$ cat src/rtl/vga_pkg.sv
// Shared VGA timing types plus the pattern sequencer state encoding.
// Imported by the timing, generator and sequencer blocks.
package vga_pkg;

  localparam int TIMING_WIDTH = 12;

  typedef struct packed {
    logic [TIMING_WIDTH-1:0] visible_area;
    logic [TIMING_WIDTH-1:0] front_porch;
    logic [TIMING_WIDTH-1:0] sync_pulse;
    logic [TIMING_WIDTH-1:0] back_porch;
  } line_t;

  typedef enum logic [1:0] {
    IDLE,
    RUN,
    PENDING
  } seq_state_e;

endpackage

$ cat src/rtl/mode_search.sv
// Rotate-priority search for the nearest eligible pattern index
// strictly after (dir_next=1) or before (dir_next=0) the current one.
module mode_search #(
  parameter  int MODE_WIDTH = 3,
  localparam int N_MODES    = 2**MODE_WIDTH
) (
  input  logic [MODE_WIDTH-1:0] mode,
  input  logic [N_MODES-1:0]    mask,
  input  logic                  dir_next,
  output logic [MODE_WIDTH-1:0] found,
  output logic                  none_found
);

  logic [MODE_WIDTH-1:0] idx;

  // Nearest offset wins; the current index itself is never a candidate.
  always_comb begin
    found      = mode;
    none_found = 1'b1;
    idx        = mode;
    for (int i = 1; i < N_MODES; i++) begin
      idx = dir_next ? mode + MODE_WIDTH'(i)
                     : mode - MODE_WIDTH'(i);
      if (none_found && mask[idx]) begin
        found      = idx;
        none_found = 1'b0;
      end
    end
  end

endmodule

$ cat src/rtl/image_pattern_seq.sv
// Test-pattern sequencer: steps the generator mode on frame
// boundaries from manual next/prev, timed auto-advance or mask.
module image_pattern_seq
  import vga_pkg::*;
#(
  parameter  int MODE_WIDTH  = 3,
  parameter  int DWELL_WIDTH = 8,
  localparam int N_MODES     = 2**MODE_WIDTH
) (
  input  logic                    clk_i,
  input  logic                    rst_i,
  input  logic                    enable_i,
  input  line_t                   h_line_i,
  input  line_t                   v_line_i,
  input  logic [TIMING_WIDTH-1:0] x_i,
  input  logic [TIMING_WIDTH-1:0] y_i,
  input  logic                    de_i,
  input  logic                    auto_i,
  input  logic [DWELL_WIDTH-1:0]  dwell_i,
  input  logic                    next_i,
  input  logic                    prev_i,
  input  logic [N_MODES-1:0]      mask_i,
  output logic [MODE_WIDTH-1:0]   mode_o,
  output logic                    frame_end_o,
  output logic                    pending_o
);

  seq_state_e state_q, state_d;

  logic [MODE_WIDTH-1:0]  mode_q, mode_d;
  logic [DWELL_WIDTH-1:0] cnt_q, cnt_d;
  logic                   dir_q, dir_d;
  logic                   fe_q, fe_cond;
  logic                   manual;
  logic                   auto_tick;
  logic                   auto_exp;
  logic                   mask_bad;
  logic                   step;
  logic                   step_dir;
  logic [MODE_WIDTH-1:0]  found;
  logic                   none_found;
  logic                   unused_ok;

  assign fe_cond = de_i
    && x_i == h_line_i.visible_area - TIMING_WIDTH'(1)
    && y_i == v_line_i.visible_area - TIMING_WIDTH'(1);

  assign unused_ok = ^{h_line_i.front_porch,
                       h_line_i.sync_pulse,
                       h_line_i.back_porch,
                       v_line_i.front_porch,
                       v_line_i.sync_pulse,
                       v_line_i.back_porch};

  assign manual = next_i ^ prev_i;

  // A request arriving in the boundary cycle overrides the latched one.
  assign step_dir = (state_q == PENDING)
                  ? (manual ? next_i : dir_q)
                  : 1'b1;

  mode_search #(
    .MODE_WIDTH(MODE_WIDTH)
  ) u_search (
    .mode      (mode_q),
    .mask      (mask_i),
    .dir_next  (step_dir),
    .found     (found),
    .none_found(none_found)
  );

  always_comb begin
    state_d   = state_q;
    mode_d    = mode_q;
    cnt_d     = cnt_q;
    dir_d     = dir_q;
    auto_tick = 1'b0;
    auto_exp  = 1'b0;
    mask_bad  = 1'b0;
    step      = 1'b0;
    if (!enable_i) begin
      state_d = IDLE;
    end else begin
      unique case (state_q)
        IDLE: state_d = RUN;
        RUN: begin
          auto_tick = fe_q && auto_i && dwell_i != '0;
          // >= so a shortened dwell expires at the next boundary
          auto_exp  = auto_tick
                   && cnt_q >= dwell_i - DWELL_WIDTH'(1);
          mask_bad  = fe_q && !mask_i[mode_q];
          step      = auto_exp || mask_bad;
          if (auto_tick)
            cnt_d = auto_exp ? '0 : cnt_q + DWELL_WIDTH'(1);
          if (manual) begin
            state_d = PENDING;
            dir_d   = next_i;
          end
        end
        PENDING: begin
          if (manual) dir_d = next_i;
          if (fe_q) begin
            step    = 1'b1;
            state_d = RUN;
          end
        end
        default: state_d = IDLE;
      endcase
    end
    if (step) begin
      if (!none_found)          mode_d = found;
      else if (!mask_i[mode_q]) mode_d = '0;
      cnt_d = '0;
    end
  end

  always_ff @(posedge clk_i) begin
    if (rst_i) state_q <= IDLE;
    else       state_q <= state_d;
  end

  always_ff @(posedge clk_i) begin
    if (rst_i) begin
      mode_q <= '0;
      cnt_q  <= '0;
      dir_q  <= 1'b1;
      fe_q   <= 1'b0;
    end else begin
      mode_q <= mode_d;
      cnt_q  <= cnt_d;
      dir_q  <= dir_d;
      fe_q   <= fe_cond;
    end
  end

  assign mode_o      = mode_q;
  assign frame_end_o = fe_q;
  assign pending_o   = (state_q == PENDING);

endmodule

$ cat config.mk
export PLATFORM = sky130hd
export DESIGN_NAME = image_pattern_seq
export DESIGN_NICKNAME = d
export VERILOG_FILES = /design/src/rtl/vga_pkg.sv /design/src/rtl/mode_search.sv /design/src/rtl/image_pattern_seq.sv
export SDC_FILE = /design/constraint.sdc
export NUM_CORES = 1
export LEC_CHECK = 0
export CAP_MARGIN = 20
export CORE_MARGIN = 2
export CORE_UTILIZATION = 44
export CTS_CLUSTER_SIZE = 28
export DETAILED_ROUTE_END_ITERATION = 6
export GPL_ROUTABILITY_DRIVEN = 0
export HOLD_SLACK_MARGIN = 0.05
export MAX_ROUTING_LAYER = met4
export PLACE_DENSITY = 0.89
export SYNTH_ARGS = -nofsm -noshare
export SYNTH_HDL_FRONTEND = slang
export SYNTH_HIERARCHICAL = 1
export SYNTH_SLANG_ARGS = --single-unit
$ cat constraint.sdc
create_clock -name clk_i -period 6.51 [get_ports clk_i]
set_clock_uncertainty 0.1 [all_clocks]
set_input_delay 1.302 -clock clk_i [delete_from_list [all_inputs] [get_ports clk_i]]
set_output_delay 1.302 -clock clk_i [all_outputs]
set_load 0.01 [all_outputs]
# Word-level counts from Yosys, hierarchy flattened
# Cells that the tools add are included.
[totals] register_bits=15 in_bits=143 wordCells=113 output_inout_bits=5
[classes] bitwise=2 reduce_logical=24 n_lt_le_gt_ge=9 n_addsub=18 eq_ne=7 muxes=48
[ops] cell="$mux 3" count=16
[ops] cell="$lt 3x4->1 const B" count=8
[ops] cell="$bmux 1 s3" count=8
[ops] cell="$eq 12x12->1" count=2
[ops] cell="$sub 12x1->12 const B" count=2
[ops] cell="$mux 1" count=19
[ops] cell="$reduce_bool 8->1" count=2
[ops] cell="$add 3x3->3 const B" count=4
[ops] cell="$logic_and 1x1->1" count=12
[ops] cell="$sub 3x3->3 const B" count=4
[ops] cell="$add 8x1->8 const B" count=1
[ops] cell="$ge 8x8->1" count=1
[ops] cell="$mux 8" count=1
[ops] cell="$sub 8x1->8 const B" count=1
[ops] cell="$add 3x2->3 const B" count=2
[ops] cell="$pmux 2 s3" count=1
[ops] cell="$reduce_and 3->1" count=2
[ops] cell="$reduce_or 2->1" count=3
[ops] cell="$sub 3x2->3 const B" count=2
[ops] cell="$mux 2" count=2
[ops] cell="$ne 2x2->1 const B" count=2
[ops] cell="$reduce_and 2->1" count=2
[ops] cell="$add 3x1->3 const B" count=1
[ops] cell="$sub 3x1->3 const B" count=1
[ops] cell="other kinds (9)" count=9

# Logic depth before layout (Yosys ltp)
# Gate-level depths: netlist (run 1).
[logic_depth] depth_word=21 ltp_mapped=16 depth_no_buf=14

# Hierarchy
# The synthesis (run 1) kept the hierarchy.
[by_module_without_submodules] mod="image_pattern_seq" seq_area_each_um2=300.3 cells_per_inst=257 instances=1 area_each_um2=1941.9
[by_module_without_submodules] mod="mode_search" seq_area_each_um2=0.0 cells_per_inst=74 instances=1 area_each_um2=813.3

# Worst setup path before layout (run 1)
# Ideal clock, no wire load.
[synth_timing] kind="input port to flip-flop" from="in next_i" to="reg mode_q[0] (netlist: mode_o[0])" setup_time_ns=0.060 stages=16 arrival_ns=4.156 n_path_buf=2 path_slack_ns=2.194 t_required_ns=6.350 path_cell_list="nor2b_1 o21ai_0 nand2_1 clkbuf_2 inv_1 fa_1 buf_6 mux4_2 mux2i_2 nand4_2 nor2_1 nand2_1 nor2_1 nor3b_1 a21o_1 a22o_1"
[synth_via] elab_chain_cells=21 word_cells_on_any_way=48 cone_classes="eq/ne: 1; mux: 38; bitwise: 1; reduce/logical: 8"
[synth_rtl] element="start, declared" line_no="image_pattern_seq.sv:20" source="input logic next_i,"
[synth_rtl] element="$xor 1x1->1" line_no="image_pattern_seq.sv:55" source="assign manual = next_i ^ prev_i;"
[synth_rtl] element="$mux 1 *"
[synth_rtl] element="$mux 1 *" line_no="image_pattern_seq.sv:59" source="? (manual ? next_i : dir_q)"
[synth_rtl] element="named net step_dir" line_no="image_pattern_seq.sv:39" source="logic step_dir;"
[synth_rtl] element="$mux 3" line_no="mode_search.sv:22" source="idx = dir_next ? mode + MODE_WIDTH'(i)"
[synth_rtl] element="$bmux 1 s3" line_no="mode_search.sv:24" source="if (none_found && mask[idx]) begin"
[synth_rtl] element="$mux 1 (not written as such)" line_no="mode_search.sv:24"
[synth_rtl] element="$mux 1" line_no="mode_search.sv:24"
[synth_rtl] element="(+7 left out)"
[synth_rtl] element="$mux 1" line_no="mode_search.sv:24"
[synth_rtl] element="$logic_and 1x1->1" line_no="mode_search.sv:24"
[synth_rtl] element="$mux 1" line_no="mode_search.sv:24"
[synth_rtl] element="$logic_and 1x1->1" line_no="mode_search.sv:24"
[synth_rtl] element="$mux 1 *" line_no="mode_search.sv:24"
[synth_rtl] element="named net none_found" line_no="image_pattern_seq.sv:41" source="logic none_found;"
[synth_rtl] element="$reduce_bool 8->1 (no line) or $ne 2x2->1 (tied branches)"
[synth_rtl] element="$reduce_and 3->1 (no line)"
[synth_rtl] element="end signal, assigned" line_no="image_pattern_seq.sv:129" source="mode_q <= mode_d;"
[synth_rtl] element="end, declared" line_no="image_pattern_seq.sv:30" source="logic [MODE_WIDTH-1:0] mode_q, mode_d;"
# The timed path passes the listed nets; every way through them passes the cells marked *. The select of a mux whose other input is x is not followed.
# A chain may end at the register's enable or synchronous reset.

# Worst setup path after layout (run 1)
[layout_timing] from="in next_i" to="reg mode_q[2] (netlist: mode_o[2])"
# The elaborated chain is that of the path after synthesis.

==> reports/results.ini, run 1 <==
[outcome]
status = finished clean

[synth]
syn_nets = 492
ys_seq_elements = 15
seq_area_frac_synth_pct = 10.9
ys_warn_count = 6
synthFlopType = dfxtp_1
avgSynthCellArea_um2 = 8.32
synth_edf_count = 0
synth_cell_types = 62
async_reset_ff_share_pct = 0
netlist_area_um2 = 2760
syn_inst = 331

[cts]
post_cts_buffers = 0
h-tree-depth = 1
clockBufferDepth = 2
cts_buffers = 3
cts-resized-gates = 0
worst_skew_pair.late_latency_ns = 0.25
ctsHoldBuffers = 0
root_buffer = clkbuf_8
clk_pin_slew_worst_paths_ns = 0.06
cts_tree = yes
numClockSinks = 15

[sta]
setup_slack_ns = 1.35
period_needed_ns = 5.16
tightest_slew_ns = 0.851
finalCritPeriodShare_pct = 79.3
max_freq_mhz = 194
grt_setup_unrepaired = no
fin_tns_setup_ns = 0
hold_violations = 0
setup_viol = 0
slew_viol_final = 0
slew_headroom_pct = 43.2

[placement]
port_buffers = 75
pre_cts_slack_ns = 1.12
hpwl_um = 5760

[floorplanning]
die_y_um = 83.1
start_util_pct = 46.0
core_area_um2 = 5990
ios = 148
die_x_um = 83.1
rows = 28
dieArea_um2 = 6910

[setup_path]
worstPathMaxFanout = 8
critical_path_arrival_ns = 5.25
end_kind = flop
cp.required_ns = 6.60
startpoint_type = input pin
crit_type = in2reg

[global_routing]
grt_pass1_wl_um = 12000
grt_max_degree = 19
antenna_found_initial = 0
grt_util_all_layers_pct = 20.5
grt_pass1_vias = 2727
grt-ovfl-total = 0

[pwr]
power_per_cell_area_nw_per_um2 = 88.0
ir_drop_mv = 0.0879
leakagePower_nw = 1.28

[detailed_routing]
vias = 2788
drcViolationCount = 0
wirelength_um = 6940
drtPass1Iterations = 4
drtIter0Drc = 93
viasPerCell = 5.86
avgRoutedWirePerCell_um = 14.6
postRouteAntennaNets = 0

[finish]
num-nets-final = 563
area_growth_pct = 29.9
drive_gt1_share_pct = 7.23
diodes = 0

[hold_path]
hp-class = reg2reg

[job]
maxCapViolCount = 0

## power by group
part / internal [mW] / leakage [nW] / switching, mW
sequential: 0.0929 / 0.121 / 0.000782
combinational: 0.0791 / 1.14 / 0.0675
clock: 0.0423 / 0.0255 / 0.0323
## cells in the final DEF (no fill, tap or decap), types with 10 or more instances in the layout
cell type        netlist  layout
a21oi_1               16      16
clkdlybuf4s50_1        0      75
dfxtp_1               15      15
ha_1                  16      16
inv_1                 17      17
nand2_1               23      23
nand3_1               10      10
nor2_1                29      29
nor3_1                16      16
o21ai_0               18      18
xnor2_1               24      24
xor2_1                17      17
## worst paths after layout
kind	cells past startpoint	slack [ns]	end	start
max	15	1.35	mode_o[2]$_SDFFE_PP0P_	next_i
min	2	0.40	cnt_q[0]$_SDFFE_PP0P_	cnt_q[0]$_SDFFE_PP0P_
max reg2reg	11	2.32	mode_o[2]$_SDFFE_PP0P_	mode_o[0]$_SDFFE_PP0P_
min reg2reg	2	0.40	cnt_q[0]$_SDFFE_PP0P_	cnt_q[0]$_SDFFE_PP0P_
## per-stage QoR
| step | hold slack [ns] | util (%) | power [mW] | std cells | cell area [µm²] |
|---|---|---|---|---|---|
| floorplan | 0.357 | - | 0.170 | 331 | 2760 |
| global placement | 0.367 | 59.0 | 0.236 | 472 | 3530 |
| detailed placement | 0.390 | 59.0 | 0.241 | 472 | 3530 |
| CTS | 0.404 | 59.7 | 0.315 | 476 | 3580 |
| global route | 0.444 | 59.7 | 0.335 | 476 | 3580 |
| finish | 0.400 | 59.7 | 0.315 | 476 | 3580 |
## sequential cells by signal (all words and copies together) (netlist names)
| name | cells |
|---|---|
| state_q | 2 |
| frame_end_o | 1 |
| mode_o | 3 |
| dir_q | 1 |
| cnt_q | 8 |
## worst max-delay path, stage by stage
cell and delay, ns:
clkdlybuf4s50_1 0.50, nor2b_1 0.17, o21ai_0 0.10, nand2_1 0.25
inv_1 0.10, fa_1 0.71, mux4_2 0.63, mux2i_2 0.30
nand4_2 0.27, nor2_1 0.16, nand2_1 0.06, nor2_1 0.14
nor3b_1 0.24, a21o_1 0.15, a22o_1 0.14
## Yosys cell counts (6+ instances only)
cell type / count / area, µm²
a21oi_1: 16 / 80.1
a31oi_1: 8 / 50.1
and3_1: 6 / 37.5
dfxtp_1: 15 / 300
ha_1: 16 / 200
inv_1: 17 / 63.8
mux2i_1: 9 / 90.1
mux4_2: 6 / 135
nand2_1: 23 / 86.3
nand2b_1: 6 / 37.5
nand3_1: 10 / 50.1
nand3b_1: 6 / 45.0
nor2_1: 29 / 109
nor2b_1: 6 / 37.5
nor3_1: 16 / 80.1
o21ai_0: 18 / 90.1
xnor2_1: 24 / 210
xor2_1: 17 / 149
## metal layers
layer / share of wire, % / track usage [%]
met1: 41 / 23.7
met4: 0.75 / 3.58
met2: 52 / 36.9
met5: 0 / -
met3: 6.6 / 4.57
## layout make-up
cell class,instances,area [µm²]
fill,505,2410
multi-input combinational,290,2320
timing repair buffer,75,751
sequential,15,300
tap,75,93.8
inverter,17,63.8
clock buffer,3,41.3
clock inverter,1,5.00
## cells by family after synthesis
kind of cell    synth area share [%]
compound gates                  16.0
xor+xnor                        15.6
fa+ha+maj                       8.72
buf+inv                         4.77
flops                           10.9
mux                             16.8
simple gates                    27.2
(Power assumes the default switching activity.)
==> run 2: changes to the inputs <==
--- a/config.mk
+++ b/config.mk
@@ -7,13 +7,13 @@
 export LEC_CHECK = 0
 export CAP_MARGIN = 20
 export CORE_MARGIN = 2
-export CORE_UTILIZATION = 44
+export CORE_UTILIZATION = 37
 export CTS_CLUSTER_SIZE = 28
 export DETAILED_ROUTE_END_ITERATION = 6
 export GPL_ROUTABILITY_DRIVEN = 0
 export HOLD_SLACK_MARGIN = 0.05
 export MAX_ROUTING_LAYER = met4
-export PLACE_DENSITY = 0.89
+export PLACE_DENSITY = 0.8
 export SYNTH_ARGS = -nofsm -noshare
 export SYNTH_HDL_FRONTEND = slang
 export SYNTH_HIERARCHICAL = 1
==> constraint.sdc (replaced) <==
create_clock -name clk_i -period 4.7 [get_ports clk_i]
set_clock_uncertainty 0.1 [all_clocks]
set_input_delay 0.94 -clock clk_i [delete_from_list [all_inputs] [get_ports clk_i]]
set_output_delay 0.94 -clock clk_i [all_outputs]
set_load 0.01 [all_outputs]
==> reports/results.ini, run 2 (synthesized netlist as in run 1, its figures left out) <==
[sta]
setup_viol = 0
hold_violations = 0
tightest_slew_ns = 0.543
slew_headroom_pct = 63.4
finalCritPeriodShare_pct = 90.1
setup_slack_ns = 0.466
fin_tns_setup_ns = 0
max_freq_mhz = 236
grt_setup_unrepaired = no
slew_viol_final = 0
period_needed_ns = 4.23
whs_ns = 0.383

[floorplanning]
ios = 148
start_util_pct = 38.2
rows = 31
dieArea_um2 = 8150
core_area_um2 = 7210
die_x_um = 90.3
die_y_um = 90.3

[placement]
pre_cts_slack_ns = 0.166
post-place-cells = 502
placed_cell_area_um2 = 3610
hpwl_um = 5780
port_buffers = 75

[global_routing]
grt_pass1_wl_um = 12100
antenna_found_initial = 0
grt_util_all_layers_pct = 17.7
grt_pass1_vias = 2777
grt_max_degree = 19
grt-ovfl-total = 0

[detailed_routing]
wirelength_um = 6780
vias = 2777
viasPerCell = 5.49
drtPass1Iterations = 4
drcViolationCount = 0
avgRoutedWirePerCell_um = 13.4
drtIter0Drc = 63
postRouteAntennaNets = 0

[setup_path]
cpMaxStageDelayCell = fa_1
cpPeakStageDelay_ns = 0.65
critical_path_arrival_ns = 4.28
cp_num_buf_inv = 2
crit_type = in2reg
startpoint_type = input pin
path_cells = clkdlybuf4s50_1 > nor2b_1 > o21ai_0 > nand2_1 > inv_1 > fa_1 > mux4_2 > mux2_2 > nand3b_1 > nor2_4 > nor3_2 > xnor2_1 > a22o_1
end_kind = flop
worstPathMaxFanout = 6
cp.required_ns = 4.74
crit_family = multiplexers

[finish]
drive_gt1_share_pct = 8.60
diodes = 0
area_growth_pct = 32.6
regMostFlops = cnt_q
largest_register_ffs = 8
fin_cells = 506
layout_commonest_cell = clkdlybuf4s50_1
final_cell_area_um2 = 3650
num-nets-final = 569
fin_util_pct = 50.6
fillerInstances = 703
layout_common_cells = clkdlybuf4s50_1, nor2_1, xnor2_1

[pwr]
power_frac_seq_pct = 29.7
power_per_cell_area_nw_per_um2 = 120
pwr-share-clk_pct = 24.0
ir_drop_mv = 0.0731
internal_power_uw = 298
comb_power_share_pct = 46.3
total_power_uw = 437
p_sw_uw = 138
p_sw_share_pct = 31.7
leakagePower_nw = 1.31

[cts]
worst_skew_pair.late_latency_ns = 0.25
cts_tree = yes
clk_pin_slew_worst_paths_ns = 0.06
h-tree-depth = 1
cts_buffers = 3
cts-resized-gates = 0
ctsHoldBuffers = 0
numClockSinks = 15
post_cts_buffers = 0
root_buffer = clkbuf_8
clockBufferDepth = 2

[hold_path]
hp-class = reg2reg

[outcome]
status = finished clean

[job]
maxCapViolCount = 0

-- run 2: changes by cell type in the layout (fill, tap and decap cells not counted) --
cell   before  now
buf_4       0    6
-- run 2: worst paths after layout --
kind	startpoint	slack (ns)	cells after the start	endpoint
max	next_i	0.47	13	mode_o[0]$_SDFFE_PP0P_
min	cnt_q[0]$_SDFFE_PP0P_	0.38	2	cnt_q[0]$_SDFFE_PP0P_
max reg2reg	state_q[0]$_SDFFE_PP0P_	1.21	12	mode_o[0]$_SDFFE_PP0P_
min reg2reg	cnt_q[0]$_SDFFE_PP0P_	0.38	2	cnt_q[0]$_SDFFE_PP0P_
-- run 2: tightest hold or removal path, delay by kind of cell, from the launching register on --
| kind | cells | cell delay (ns) |
|---|---|---|
| DFF | 1 | 0.33 |
| AOI/OAI and AO/OA | 1 | 0.05 |
| and+or+nand+nor | 1 | 0.06 |
-- run 2: cell type report --
| type | count | area, µm² | share of cell area, % |
|---|---|---|---|
| multi-input cells | 290 | 2320 | 63.6 |
| repair buffers | 81 | 796 | 21.8 |
| flip-flops and latches | 15 | 300 | 8.22 |
| well taps | 99 | 124 | 3.39 |
| inverters | 17 | 63.8 | 1.75 |
| clock buffers | 3 | 41.3 | 1.13 |
| clock inverters | 1 | 5.00 | 0.137 |
-- run 2: power by group through the flow --
stage	Combinational (mW)	Sequential [mW]	Clock [mW]
global placement	0.196	0.132	0
global route	0.224	0.130	0.115
finish	0.202	0.130	0.105
CTS	0.203	0.130	0.108
detailed placement	0.202	0.133	0
floorplan	0.103	0.132	0
-- run 2: layer usage --
metal / global-route usage, % / share of wire, %
met1: 20.2 / 41
met2: 33.6 / 54
met3: 2.17 / 3.8
met4: 2.82 / 0.57
met5: - / 0
